**src/rtl/bcd_counter_multi_if.sv**
```systemverilog
// Control and display bundle for bcd_counter_multi.
// The master drives enable, direction and the preset. The slave (the counter) returns the count,
// the wrap pulse and the segment drive.
interface bcd_counter_multi_if #(
  parameter int unsigned DIGITS = 4
);
  logic                  enable;
  logic                  up_down;
  logic                  load;
  logic [4*DIGITS-1:0]   load_value;
  logic [4*DIGITS-1:0]   count;
  logic                  wrap;
  logic [7*DIGITS-1:0]   HEX;

  modport master (
    output enable, up_down, load, load_value,
    input  count, wrap, HEX
  );

  modport slave (
    input  enable, up_down, load, load_value,
    output count, wrap, HEX
  );
endinterface

```
**src/rtl/bcd_counter_multi.sv**
```systemverilog
// Multi-digit BCD up/down counter with a tick prescaler, a synchronous preset and a wrap pulse.
// It also drives active-low 7-segment outputs, one digit per display.
// Optional macro LEADING_ZERO_BLANK_EN blanks leading zero digits (digit 0 always shown).
module bcd_counter_multi #(
  parameter int unsigned DIGITS   = 4,
  parameter int unsigned TICK_DIV = 50_000_000
) (
  input logic               CLOCK_50,
  input logic               reset,
  bcd_counter_multi_if.slave bus
);

  localparam int unsigned PreW = (TICK_DIV > 1) ? $clog2(TICK_DIV) : 1;
  localparam logic [PreW-1:0] PreMax = PreW'(TICK_DIV - 1);

  logic [PreW-1:0]     r_pre;
  logic [4*DIGITS-1:0] r_count;
  logic                r_wrap;

  logic                w_tick;
  logic                w_roll;
  logic [4*DIGITS-1:0] w_step;
  logic [4*DIGITS-1:0] w_clamped;
  logic [7*DIGITS-1:0] w_hex;

  function automatic logic [6:0] seg7(input logic [3:0] v);
    case (v)
      4'd0:    seg7 = 7'h40;
      4'd1:    seg7 = 7'h79;
      4'd2:    seg7 = 7'h24;
      4'd3:    seg7 = 7'h30;
      4'd4:    seg7 = 7'h19;
      4'd5:    seg7 = 7'h12;
      4'd6:    seg7 = 7'h02;
      4'd7:    seg7 = 7'h78;
      4'd8:    seg7 = 7'h00;
      4'd9:    seg7 = 7'h10;
      default: seg7 = 7'h7F;
    endcase
  endfunction

  assign w_tick = bus.enable && (r_pre == PreMax);

  // Ripple carry/borrow through the digits; a carry out of the top digit is a full rollover.
  always_comb begin
    logic       c;
    logic [3:0] d;
    w_step = r_count;
    c      = 1'b1;
    d      = '0;
    for (int i = 0; i < int'(DIGITS); i++) begin
      d = r_count[4*i +: 4];
      if (c) begin
        if (bus.up_down) begin
          if (d >= 4'd9) begin
            w_step[4*i +: 4] = 4'd0;
          end else begin
            w_step[4*i +: 4] = d + 4'd1;
            c = 1'b0;
          end
        end else begin
          if (d == 4'd0) begin
            w_step[4*i +: 4] = 4'd9;
          end else begin
            w_step[4*i +: 4] = d - 4'd1;
            c = 1'b0;
          end
        end
      end
    end
    w_roll = c;
  end

  // Preset digits above 9 are clamped so count never holds a non-BCD code.
  always_comb begin
    w_clamped = bus.load_value;
    for (int i = 0; i < int'(DIGITS); i++) begin
      if (bus.load_value[4*i +: 4] > 4'd9) w_clamped[4*i +: 4] = 4'd9;
    end
  end

  // Segment decode straight from the registered count.
  always_comb begin
`ifdef LEADING_ZERO_BLANK_EN
    logic lead;
    lead = 1'b1;
`endif
    w_hex = '0;
    for (int i = 0; i < int'(DIGITS); i++) begin
      w_hex[7*i +: 7] = seg7(r_count[4*i +: 4]);
    end
`ifdef LEADING_ZERO_BLANK_EN
    for (int i = int'(DIGITS) - 1; i >= 1; i--) begin
      lead = lead && (r_count[4*i +: 4] == 4'd0);
      if (lead) w_hex[7*i +: 7] = 7'h7F;
    end
`endif
  end

  // Count, prescaler and wrap state; load wins over a coincident tick.
  always_ff @(posedge CLOCK_50 or negedge reset) begin
    if (!reset) begin
      r_count <= '0;
      r_pre   <= '0;
      r_wrap  <= 1'b0;
    end else if (bus.load) begin
      r_count <= w_clamped;
      r_pre   <= '0;
      r_wrap  <= 1'b0;
    end else begin
      r_wrap <= w_tick && w_roll;
      if (bus.enable) r_pre <= w_tick ? '0 : r_pre + 1'b1;
      if (w_tick) r_count <= w_step;
    end
  end

  assign bus.count = r_count;
  assign bus.wrap  = r_wrap;
  assign bus.HEX   = w_hex;

endmodule
```
**src/flat_wrapper.sv**
```systemverilog
// flat-port wrapper written by rule: the top's interface ports become plain ports
module bcd_counter_multi_flat 
#(
  parameter int unsigned DIGITS   = 4,
  parameter int unsigned TICK_DIV = 50_000_000
)
  (CLOCK_50, reset, bus_enable, bus_up_down, bus_load, bus_load_value, bus_count, bus_wrap, bus_HEX);
  bcd_counter_multi_if #(.DIGITS(DIGITS)) bus_i ();
  input logic CLOCK_50;
  input logic reset;
  input wire logic [$bits(bus_i.enable)-1:0] bus_enable;
  input wire logic [$bits(bus_i.up_down)-1:0] bus_up_down;
  input wire logic [$bits(bus_i.load)-1:0] bus_load;
  input wire logic [$bits(bus_i.load_value)-1:0] bus_load_value;
  output wire logic [$bits(bus_i.count)-1:0] bus_count;
  output wire logic [$bits(bus_i.wrap)-1:0] bus_wrap;
  output wire logic [$bits(bus_i.HEX)-1:0] bus_HEX;
  assign bus_i.enable = bus_enable;
  assign bus_i.up_down = bus_up_down;
  assign bus_i.load = bus_load;
  assign bus_i.load_value = bus_load_value;
  assign bus_count = bus_i.count;
  assign bus_wrap = bus_i.wrap;
  assign bus_HEX = bus_i.HEX;
  bcd_counter_multi #(.DIGITS(DIGITS), .TICK_DIV(TICK_DIV)) u_core (.CLOCK_50(CLOCK_50), .reset(reset), .bus(bus_i));
endmodule
```
**config.mk**
```make
export PLATFORM = sky130hd
export DESIGN_NAME = bcd_counter_multi_flat
export DESIGN_NICKNAME = d
export VERILOG_FILES = /design/src/rtl/bcd_counter_multi_if.sv /design/src/rtl/bcd_counter_multi.sv /design/src/flat_wrapper.sv
export SDC_FILE = /design/constraint.sdc
export NUM_CORES = 1
export LEC_CHECK = 0
export BUFFER_PORTS_ARGS = -buffer_cell sky130_fd_sc_hd__buf_2
export CORE_MARGIN = 2
export CORE_UTILIZATION = 49
export CTS_CLUSTER_DIAMETER = 50
export DETAILED_ROUTE_END_ITERATION = 12
export HOLD_SLACK_MARGIN = 0.08
export PLACE_DENSITY = 0.83
export SYNTH_ARGS = -nofsm -noshare
export SYNTH_HDL_FRONTEND = slang
export SYNTH_SLANG_ARGS = --single-unit
```
**constraint.sdc**
```tcl
create_clock -name CLOCK_50 -period 2.45 [get_ports CLOCK_50]
set_input_delay 0.245 -clock CLOCK_50 [delete_from_list [all_inputs] [get_ports CLOCK_50]]
set_output_delay 0.245 -clock CLOCK_50 [all_outputs]
set_load 0.01 [all_outputs]
```
==> results of run 1 <==
[worst max path at each step]
stage                                    from                   end  slack, ns  depth (start not counted)
after floorplan           u_core.bus.count[1]  u_core.bus.count[13]       0.08                          7
after global placement    u_core.bus.count[5]   u_core.bus.count[9]       0.17                          7
after detailed placement  u_core.bus.count[5]   u_core.bus.count[9]       0.11                          7
after CTS                 u_core.bus.count[5]   u_core.bus.count[9]        0.1                          7
after global routing         u_core.r_pre[11]  u_core.bus.count[13]       0.02                          5
final                        u_core.r_pre[11]  u_core.bus.count[14]        0.1                          5
[registers in the layout (all words and copies together), names as in the netlist]
| signal | count |
|---|---|
| u_core.bus.count | 16 |
| u_core.bus.wrap | 1 |
| u_core.r_pre | 26 |
[what timing repair did]
item                                    4_1_cts  5_1_grt
setup buffers                                 0        0
endpoints found under the hold margin         0        0
hold buffers                                  0        0
resized for setup                             0        2
endpoints found under the setup margin        0        3
[per-layer routing]
layer / wire length (um) / up-vias / GRT usage [%]
li1: - / 1795 / -
met1: 4100 / 1742 / 29.8
met2: 4490 / 127 / 37.2
met3: 501 / 17 / 3.73
met4: 170 / 0 / 7.20
met5: 0 / - / 0
[cells in the mapped netlist, types with 4 or more instances]
master	number	share of area, %
nand2_1	44	4.5
and4_1	4	0.95
nor3_1	7	0.95
a21oi_1	38	5.1
or2_2	6	1.0
nor3b_1	7	1.4
o21ai_0	25	3.4
nand2b_1	8	1.4
nor4_1	4	0.68
inv_1	18	1.8
clkbuf_1	13	1.3
ha_1	23	7.8
xnor2_1	14	3.3
o21ai_1	4	0.54
o22ai_1	5	0.84
mux2i_1	8	2.2
xor2_1	12	2.8
and3_1	4	0.68
nand3_1	11	1.5
a31oi_1	19	3.2
nand4_1	8	1.4
dfrtp_1	43	29
nor2_1	52	5.3
[worst reg2reg max path, stage by stage (launching register included)]
cell     delay [ns]
dfrtp_1        0.45
or4b_1         0.57
nor4_2         0.45
nand3_2        0.14
o31a_4         0.33
mux2_4         0.30
[cell type report]
type,instances,area share [%]
Clock inverter,1,0.692
Sequential cell,43,24.8
Inverter,21,1.82
Timing Repair Buffer,90,11.8
Clock buffer,6,1.67
Tap cell,99,2.86
Multi-Input combinational cell,371,56.3
[kinds of logic after synthesis]
family          after synthesis  synth area share, %
flops                        43                 29.0
fa+ha+maj                    23                 7.77
simple gates                187                 27.5
compound gates              121                 20.2
buf+inv                      42                 5.13
mux                          14                 4.29
xor+xnor                     26                 6.14
[where the power goes]
part	switching, uW	internal (uW)	leakage (uW)
clock	233	299	0.0000513
combinational	555	429	0.00132
sequential	59.1	746	0.000571
total	847	1470	0.00194
[metrics by stage]
stage,hold WS (ns),power [uW],instance area [sq um],setup WS (ns)
floorplan,-0.0506,1460,3710,0.0802
global placement,0.440,1770,4230,0.166
detailed placement,0.444,1790,4230,0.113
CTS,0.128,2320,4330,0.0959
global route,0.165,2470,4340,0.0214
finish,0.104,2320,4340,0.0985
==> run summary, run 1 <==
NumNets Final - 576
Worst Path Buf+Inv - 0
Post-synth EDFFs - 0
worst-skew pair later-pin latency - 0.30 ns
CP peak stage delay - 0.57 ns
VDD IR max - 0.303 mV
slowest cell on the critical path - or4b_1
final WL - 9.26 mm
Final Hold Vio Count - 0
min-delay worst type - primary input to asynchronous set/reset pin
delay-heaviest family, CP - simple AND/OR/NAND/NOR gates
syn_area_per_cell - 8.13 sq um
Clk pin slew, worst setup/hold paths - 0.08 ns
CTS tree - built
Critical Path RT - 2.64 ns
vias per inst - 5.83
Netlist cell types - 70
Die Span X - 91.0 um
Reg area - 1080 sq um
Initial Util - 50.8%
crit end category - flip-flop
1st-pass router iterations - 5
multi-input gate area in the final layout - 2440 sq um
total track usage - 22.4%
ys flop type - dfrtp_1
Post-Synthesis Cells - 456
initial antenna violation count - 0
Rel. slew slack - 35.1%
hpwl dp - 6.74 mm
Critical Path AT - 2.54 ns
largest net degree at the start of global routing - 44
commonest non-fill, non-tap cell in the layout - buf_2
TritonCTS buffer count - 5
via count - 3,681
die height - 91.0 um
Crit Reg-Reg Endpoint - u_core.bus.count[14]
total grt overflow - 0
H-tree depth - 2
Ys Warns - 0
DR iter-0 viols - 307
DRC errors left - 0
worst-case reg-to-reg path depth - 5
first-pass GRT wire length - 15.7 mm
Clock Sinks - 43
Clock Tree Root - clkbuf_8
Seq/Total Area, Yosys - 29.0%
share of layout cells above drive strength 1 - 23.1%
Worst Tran Pin Value - 0.974 ns
IO Pins - 66
clock skew - 0.00795 ns
post-synthesis net count - 500
Pleak - 0.00194 uW
Fillers - 647
fmax - 0.425 GHz
Routed Antenna Nets - 0
period utilisation layout - 96.0%
outcome - complete, no violations
Post-Syn Area - 3710 sq um
n_diodes - 0
Die ar. - 8270 sq um
RSZ-0062 raised after global routing - no
crit path max fanout - 6
max_cap viols - 0
Synth async-reset ratio - 100%
most frequent cells in the layout - buf_2 (65), nor2_1 (52), nand2_1 (44)
fin. max-slew vios - 0
reg2reg setup slack - 0.1 ns
GP Congestion - 0.883
row count - 31
Max clock buf depth - 2
WL/cell - 14.7 um
final setup fails - 0
post-layout util - 59.5%
kind of critical path - flip-flop to flip-flop
Crit Reg-Reg Startpoint - u_core.r_pre[11]
Yosys reg bits - 43
Port Buffers - 65
Core ar. - 7290 sq um
crit path time final - 2.35 ns
pwr/cell area - 535 nW/um^2
vias in the first global route - 3,365
Setup TNS - 0 ns
Setup crit start kind - flip-flop
Final Instance Count excl. Fillers - 631
CP cell instances - or4b_1 -> nor4_2 -> nand3_2 -> o31a_4 -> mux2_4
Inst Count DP - 624
P&R area growth vs syn - 17.0%
Note: power is estimated with default switching activity, not from simulation.
==> run 2, diff against run 1 <==
- CORE_UTILIZATION: 49 -> 52
- PLACE_DENSITY: 0.83 -> 0.87
==> run 2 against run 1 <==
Final cell count down 0.79%. Fmax down 1.1%. Clock power about the same. Critical endpoint is now u_core.bus.count[15].
==> run summary, run 2 (synthesis results as in run 1) <==
outcome - complete, no violations (unchanged)
P&R area growth vs syn - 16.5% (was 17.0%)
Setup TNS - 0 ns (unchanged)
Placed Instance Area - 4210 sq um (was 4230 sq um)
1st-pass router iterations - 5 (unchanged)
vias per inst - 5.89 (was 5.83)
crit end category - flip-flop (unchanged)
Die Span X - 88.4 um (was 91.0 um)
multi-input gate area in the final layout - 2440 sq um (unchanged)
Max clock buf depth - 2 (unchanged)
DRC errors left - 0 (unchanged)
hpwl dp - 6.82 mm (was 6.74 mm)
pwr/cell area - 535 nW/um^2 (about the same)
largest net degree at the start of global routing - 44 (unchanged)
Crit Reg-Reg Startpoint - u_core.r_pre[11] (unchanged)
Fillers - 573 (was 647)
Inst Count DP - 619 (was 624)
clock skew - 0.00424 ns (was 0.00795 ns)
RSZ-0062 raised after global routing - no (unchanged)
die height - 88.4 um (was 91.0 um)
Routed Antenna Nets - 0 (unchanged)
worst-skew pair later-pin latency - 0.30 ns (about the same)
n_diodes - 0 (unchanged)
Pleak - 0.00193 uW (was 0.00194 uW)
Critical Path RT - 2.63 ns (was 2.64 ns)
Die ar. - 7820 sq um (was 8270 sq um)
fmax - 0.421 GHz (was 0.425 GHz)
max_cap viols - 0 (unchanged)
Port Buffers - 65 (unchanged)
commonest non-fill, non-tap cell in the layout - buf_2 (unchanged)
Core ar. - 6830 sq um (was 7290 sq um)
via count - 3,689 (was 3,681)
VDD IR max - 0.211 mV (was 0.303 mV)
pre-CTS setup slack - 0.0993 ns (was 0.113 ns)
Clk pin slew, worst setup/hold paths - 0.08 ns (about the same)
row count - 30 (was 31)
final WL - 9.24 mm (was 9.26 mm)
CTS tree - built (unchanged)
share of layout cells above drive strength 1 - 22.8% (was 23.1%)
post-CTS setup buffer count - 0 (unchanged)
Clock Sinks - 43 (unchanged)
GP Congestion - 0.943 (was 0.883)
total track usage - 24.0% (was 22.4%)
crit path time final - 2.38 ns (was 2.35 ns)
first-pass GRT wire length - 15.2 mm (was 15.7 mm)
hold slack - 0.0917 ns (was 0.104 ns)
Initial Util - 54.2% (was 50.8%)
Reg area - 1080 sq um (unchanged)
Final Instance Count excl. Fillers - 626 (was 631)
register bank with the most flops - u_core.r_pre (unchanged)
WL/cell - 14.8 um (was 14.7 um)
Final Hold Vio Count - 0 (unchanged)
Setup WS post-layout - 0.0722 ns (was 0.0985 ns)
max FFs per register - 26 (unchanged)
H-tree depth - 2 (unchanged)
vias in the first global route - 3,481 (was 3,365)
Critical Path AT - 2.56 ns (was 2.54 ns)
Clock Tree Root - clkbuf_8 (unchanged)
most frequent cells in the layout - buf_2 (65), nor2_1 (52), nand2_1 (44) (unchanged)
Rel. slew slack - 37.2% (was 35.1%)
fin. max-slew vios - 0 (unchanged)
fin area - 4320 sq um (was 4340 sq um)
final setup fails - 0 (unchanged)
initial antenna violation count - 0 (unchanged)
TritonCTS buffer count - 5 (unchanged)
period utilisation layout - 97.1% (was 96.0%)
DR iter-0 viols - 309 (was 307)
NumNets Final - 574 (was 576)
Setup crit start kind - flip-flop (unchanged)
min-delay worst type - primary input to asynchronous set/reset pin (unchanged)
Worst Tran Pin Value - 0.942 ns (was 0.974 ns)
CP startpoint - u_core.r_pre[11] (unchanged)
kind of critical path - flip-flop to flip-flop (unchanged)
IO Pins - 66 (unchanged)
total grt overflow - 0 (unchanged)
crit path max fanout - 6 (unchanged)
-- run 2: cell count changes in the layout (fill, tap and decap cells not counted), sizes merged --
cell | previous run | this run
buf | 90 | 88
-- run 2: worst max-delay path, stage by stage, from the launching register on --
cell and delay (ns):
dfrtp_1 0.44, or4b_1 0.56, nor4_2 0.47, nand3_2 0.15, o31a_4 0.34, mux2_4 0.30
-- run 2: per-layer routing --
layer | up-vias | wire length [um] | global-route usage, %
met3 | 13 | 513 | 3.64
met4 | 0 | 102 | 5.79
met5 | - | 0 | 0
li1 | 1792 | - | -
met1 | 1735 | 3980 | 29.6
met2 | 149 | 4650 | 44.0
-- run 2: timing repair --
item | 4_1_cts | 5_1_grt
gates resized for setup | 0 | 2
setup endpoints to repair | 0 | 2
hold buffers | 0 | 0
-- run 2: path summary, 6_finish.rpt --
check | to | slack (ns) | cells after the start
max | u_core.bus.count[15] | 0.07 | 5
min | u_core.r_pre[11] | 0.09 | 1
max reg2reg | u_core.bus.count[15] | 0.07 | 5
min reg2reg | u_core.r_pre[25] | 0.59 | 2
max in group asynchronous | u_core.bus.wrap | 1.78 | 1
min in group CLOCK_50 | u_core.bus.count[10] | 0.18 | 2
-- run 2: report_power, final --
group	switching (uW)	internal [uW]
Combinational	538	422
Clock	235	299
Sequential	70.2	746
Total	843	1470
-- run 2: area by class of cell --
class / count / share of cell area (%)
sequential: 43 / 24.9
inverter: 21 / 1.83
tap: 96 / 2.78
clock buffer: 6 / 1.68
multi-input combinational: 371 / 56.6
clock inverter: 1 / 0.695
timing repair buffer: 88 / 11.5
-- run 2: metrics by stage --
stage	util, %	power (uW)
detailed placement	61.7	1780
finish	63.2	2310
global placement	61.7	1750
floorplan	-	1460
CTS	63.2	2310
global route	63.2	2470
==> run 3, diff against run 2 <==
- CORE_UTILIZATION: 52 -> 53
- CTS_BUF_LIST: not set -> sky130_fd_sc_hd__clkbuf_2
- PLACE_DENSITY: 0.87 -> 0.88
==> run 3 against run 2 <==
Non-clock buffer count increased by 11. Via count increased by 2.9%. Hold slack improved by 0.0026 ns. Fmax about the same. Clock power decreased by 45%. Count of clock-buffer cells in the layout decreased by 1. Final cell count increased by 1.9%. Wire length increased by 5.0%. Die area decreased by 1.8%. Sequential cell count unchanged. Cell area increased by 1.3%. Largest power group unchanged. Critical path type unchanged. First-iteration DRC count increased by 3.2%.
==> run summary, run 3 (synthesis results as in run 1) <==
outcome - complete, no violations (unchanged)
Routed Antenna Nets - 0 (unchanged)
Clock Tree Root - clkbuf_2 (was clkbuf_8)
post-CTS setup buffer count - 0 (unchanged)
Clock Sinks - 43 (unchanged)
Initial Util - 54.5% (was 54.2%)
Setup crit start kind - flip-flop (unchanged)
vias per inst - 5.95 (was 5.89)
Crit Reg-Reg Startpoint - u_core.bus.count[4] (was u_core.r_pre[11])
total grt overflow - 0 (unchanged)
Critical Path AT - 2.74 ns (was 2.56 ns)
vias in the first global route - 3,561 (was 3,481)
register bank with the most flops - u_core.r_pre (unchanged)
TritonCTS buffer count - 5 (unchanged)
VDD IR max - 0.222 mV (was 0.211 mV)
final WL - 9.71 mm (was 9.24 mm)
fmax - 0.421 GHz (about the same)
P&R area growth vs syn - 18.0% (was 16.5%)
min-delay worst type - primary input to flip-flop (was primary input to asynchronous set/reset pin)
CP peak stage delay - 0.43 ns (was 0.56 ns)
post-layout util - 64.4% (was 63.2%)
Final Hold Vio Count - 0 (unchanged)
Crit Reg-Reg Endpoint - u_core.bus.count[9] (was u_core.bus.count[15])
CTS tree - built (unchanged)
row count - 30 (unchanged)
Die ar. - 7680 sq um (was 7820 sq um)
period utilisation layout - 97.1% (about the same)
via count - 3,795 (was 3,689)
Final Instance Count excl. Fillers - 638 (was 626)
Worst Tran Pin Value - 0.937 ns (was 0.942 ns)
Core ar. - 6790 sq um (was 6830 sq um)
clock skew - 0.0164 ns (was 0.00424 ns)
Worst Hold Path EP - u_core.bus.count[5]
max_cap viols - 0 (unchanged)
Rel. slew slack - 37.5% (was 37.2%)
initial antenna violation count - 0 (unchanged)
share of layout cells above drive strength 1 - 22.9% (was 22.8%)
1st-pass router iterations - 7 (was 5)
critical hold path startpoint - bus_load_value[7]
worst-case reg-to-reg path depth - 7 (was 5)
IO Pins - 66 (unchanged)
worst-skew pair later-pin latency - 0.43 ns (was 0.30 ns)
Inst Count DP - 620 (was 619)
crit path time final - 2.38 ns (about the same)
crit end category - flip-flop (unchanged)
pwr/cell area - 481 nW/um^2 (was 535 nW/um^2)
max FFs per register - 26 (unchanged)
die height - 87.6 um (was 88.4 um)
hpwl dp - 7.06 mm (was 6.82 mm)
largest net degree at the start of global routing - 44 (unchanged)
reg2reg setup slack - 0.07 ns (about the same)
DRC errors left - 0 (unchanged)
final setup fails - 0 (unchanged)
total track usage - 25.9% (was 24.0%)
CP cell instances - buf_4 -> ha_1 -> or3b_1 -> a31oi_1 -> and4bb_2 -> mux2_1 -> o21ai_1 (was or4b_1 -> nor4_2 -> nand3_2 -> o31a_4 -> mux2_4)
fin. max-slew vios - 0 (unchanged)
Pleak - 0.00195 uW (was 0.00193 uW)
NumNets Final - 585 (was 574)
first-pass GRT wire length - 16.1 mm (was 15.2 mm)
Port Buffers - 65 (unchanged)
WL/cell - 15.2 um (was 14.8 um)
slowest cell on the critical path - or3b_1 (was or4b_1)
Max clock buf depth - 2 (unchanged)
Die Span X - 87.6 um (was 88.4 um)
DR iter-0 viols - 319 (was 309)
most frequent cells in the layout - buf_2 (65), nor2_1 (52), nand2_1 (44) (unchanged)
Critical Path RT - 2.81 ns (was 2.63 ns)
kind of critical path - flip-flop to flip-flop (unchanged)
post-layout power - 2100 uW (was 2310 uW)
n_diodes - 0 (unchanged)
commonest non-fill, non-tap cell in the layout - buf_2 (unchanged)
GP Congestion - 0.906 (was 0.943)
Hold Path Depth - 4
Clk pin slew, worst setup/hold paths - 0.19 ns (was 0.08 ns)
crit path max fanout - 7 (was 6)
H-tree depth - 2 (unchanged)
[run 3: cell types whose count changed in the layout (fill, tap and decap cells not counted), sizes merged]
| cell | change |
|---|---|
| dlygate4sd3 | +10 |
| clkinv | +2 |
| buf | +1 |
| bufinv | -1 |
| clkbuf | -1 |
| clkinvlp | +1 |
[run 3: what timing repair did]
item	4_1_cts	5_1_grt
hold buffers	10	0
hold endpoints to repair	51	0
gates resized for setup	0	4
setup endpoints to repair	0	6
[run 3: worst max path at each step]
stage | start | endpoint | slack [ns] | cells past startpoint
2_1_floorplan | u_core.bus.count[1] | u_core.bus.count[13] | 0.08 | 7
3_3_place_gp | u_core.bus.count[9] | u_core.bus.count[13] | 0.18 | 6
3_5_place_dp | u_core.bus.count[5] | u_core.bus.count[9] | 0.06 | 7
4_1_cts | u_core.bus.count[5] | u_core.bus.count[9] | 0.02 | 7
5_1_grt | u_core.bus.count[4] | u_core.bus.count[9] | -0.04 | 7
6_report | u_core.bus.count[4] | u_core.bus.count[9] | 0.07 | 7
[run 3: stage by stage]
step | setup WS, ns | TNS, ns | hold slack (ns) | instance area, sq um
2_1_floorplan | 0.0802 | 0 | -0.0506 | 3710
3_3_place_gp | 0.176 | 0 | 0.433 | 4220
3_5_place_dp | 0.0627 | 0 | 0.436 | 4220
4_1_cts | 0.0225 | 0 | 0.0841 | 4360
5_1_grt | -0.0436 | -0.0436 | 0.0921 | 4370
6_report | 0.0719 | 0 | 0.0943 | 4370
[run 3: critical path, delay by kind of cell (launching register included)]
family          cells  cell delay [ns]
fa+ha+maj           1             0.24
buf+inv             1             0.16
compound gates      2             0.42
simple gates        2             0.76
mux                 1             0.32
flops               1             0.42
[run 3: where the power goes]
part | internal, uW | switching, uW | total (uW)
Clock | 63.3 | 232 | 295
Sequential | 747 | 62.0 | 809
Combinational | 436 | 563 | 1000
[run 3: per-layer routing]
layer / GRT usage [%] / share of wire, % / vias to the layer above
li1: - / - / 1830
met1: 32.5 / 44 / 1797
met2: 45.7 / 50 / 140
met3: 3.77 / 4.3 / 28
met4: 8.81 / 2.2 / 0
met5: 0 / 0 / -
[run 3: final cells by class]
type	count	area (sq um)
clock buffer	5	25.0
clock inverter	3	15.0
fill	576	2420
inverter	21	78.8
multi-input combinational	371	2450
sequential	43	1080
tap	96	120
timing repair buffer	99	606
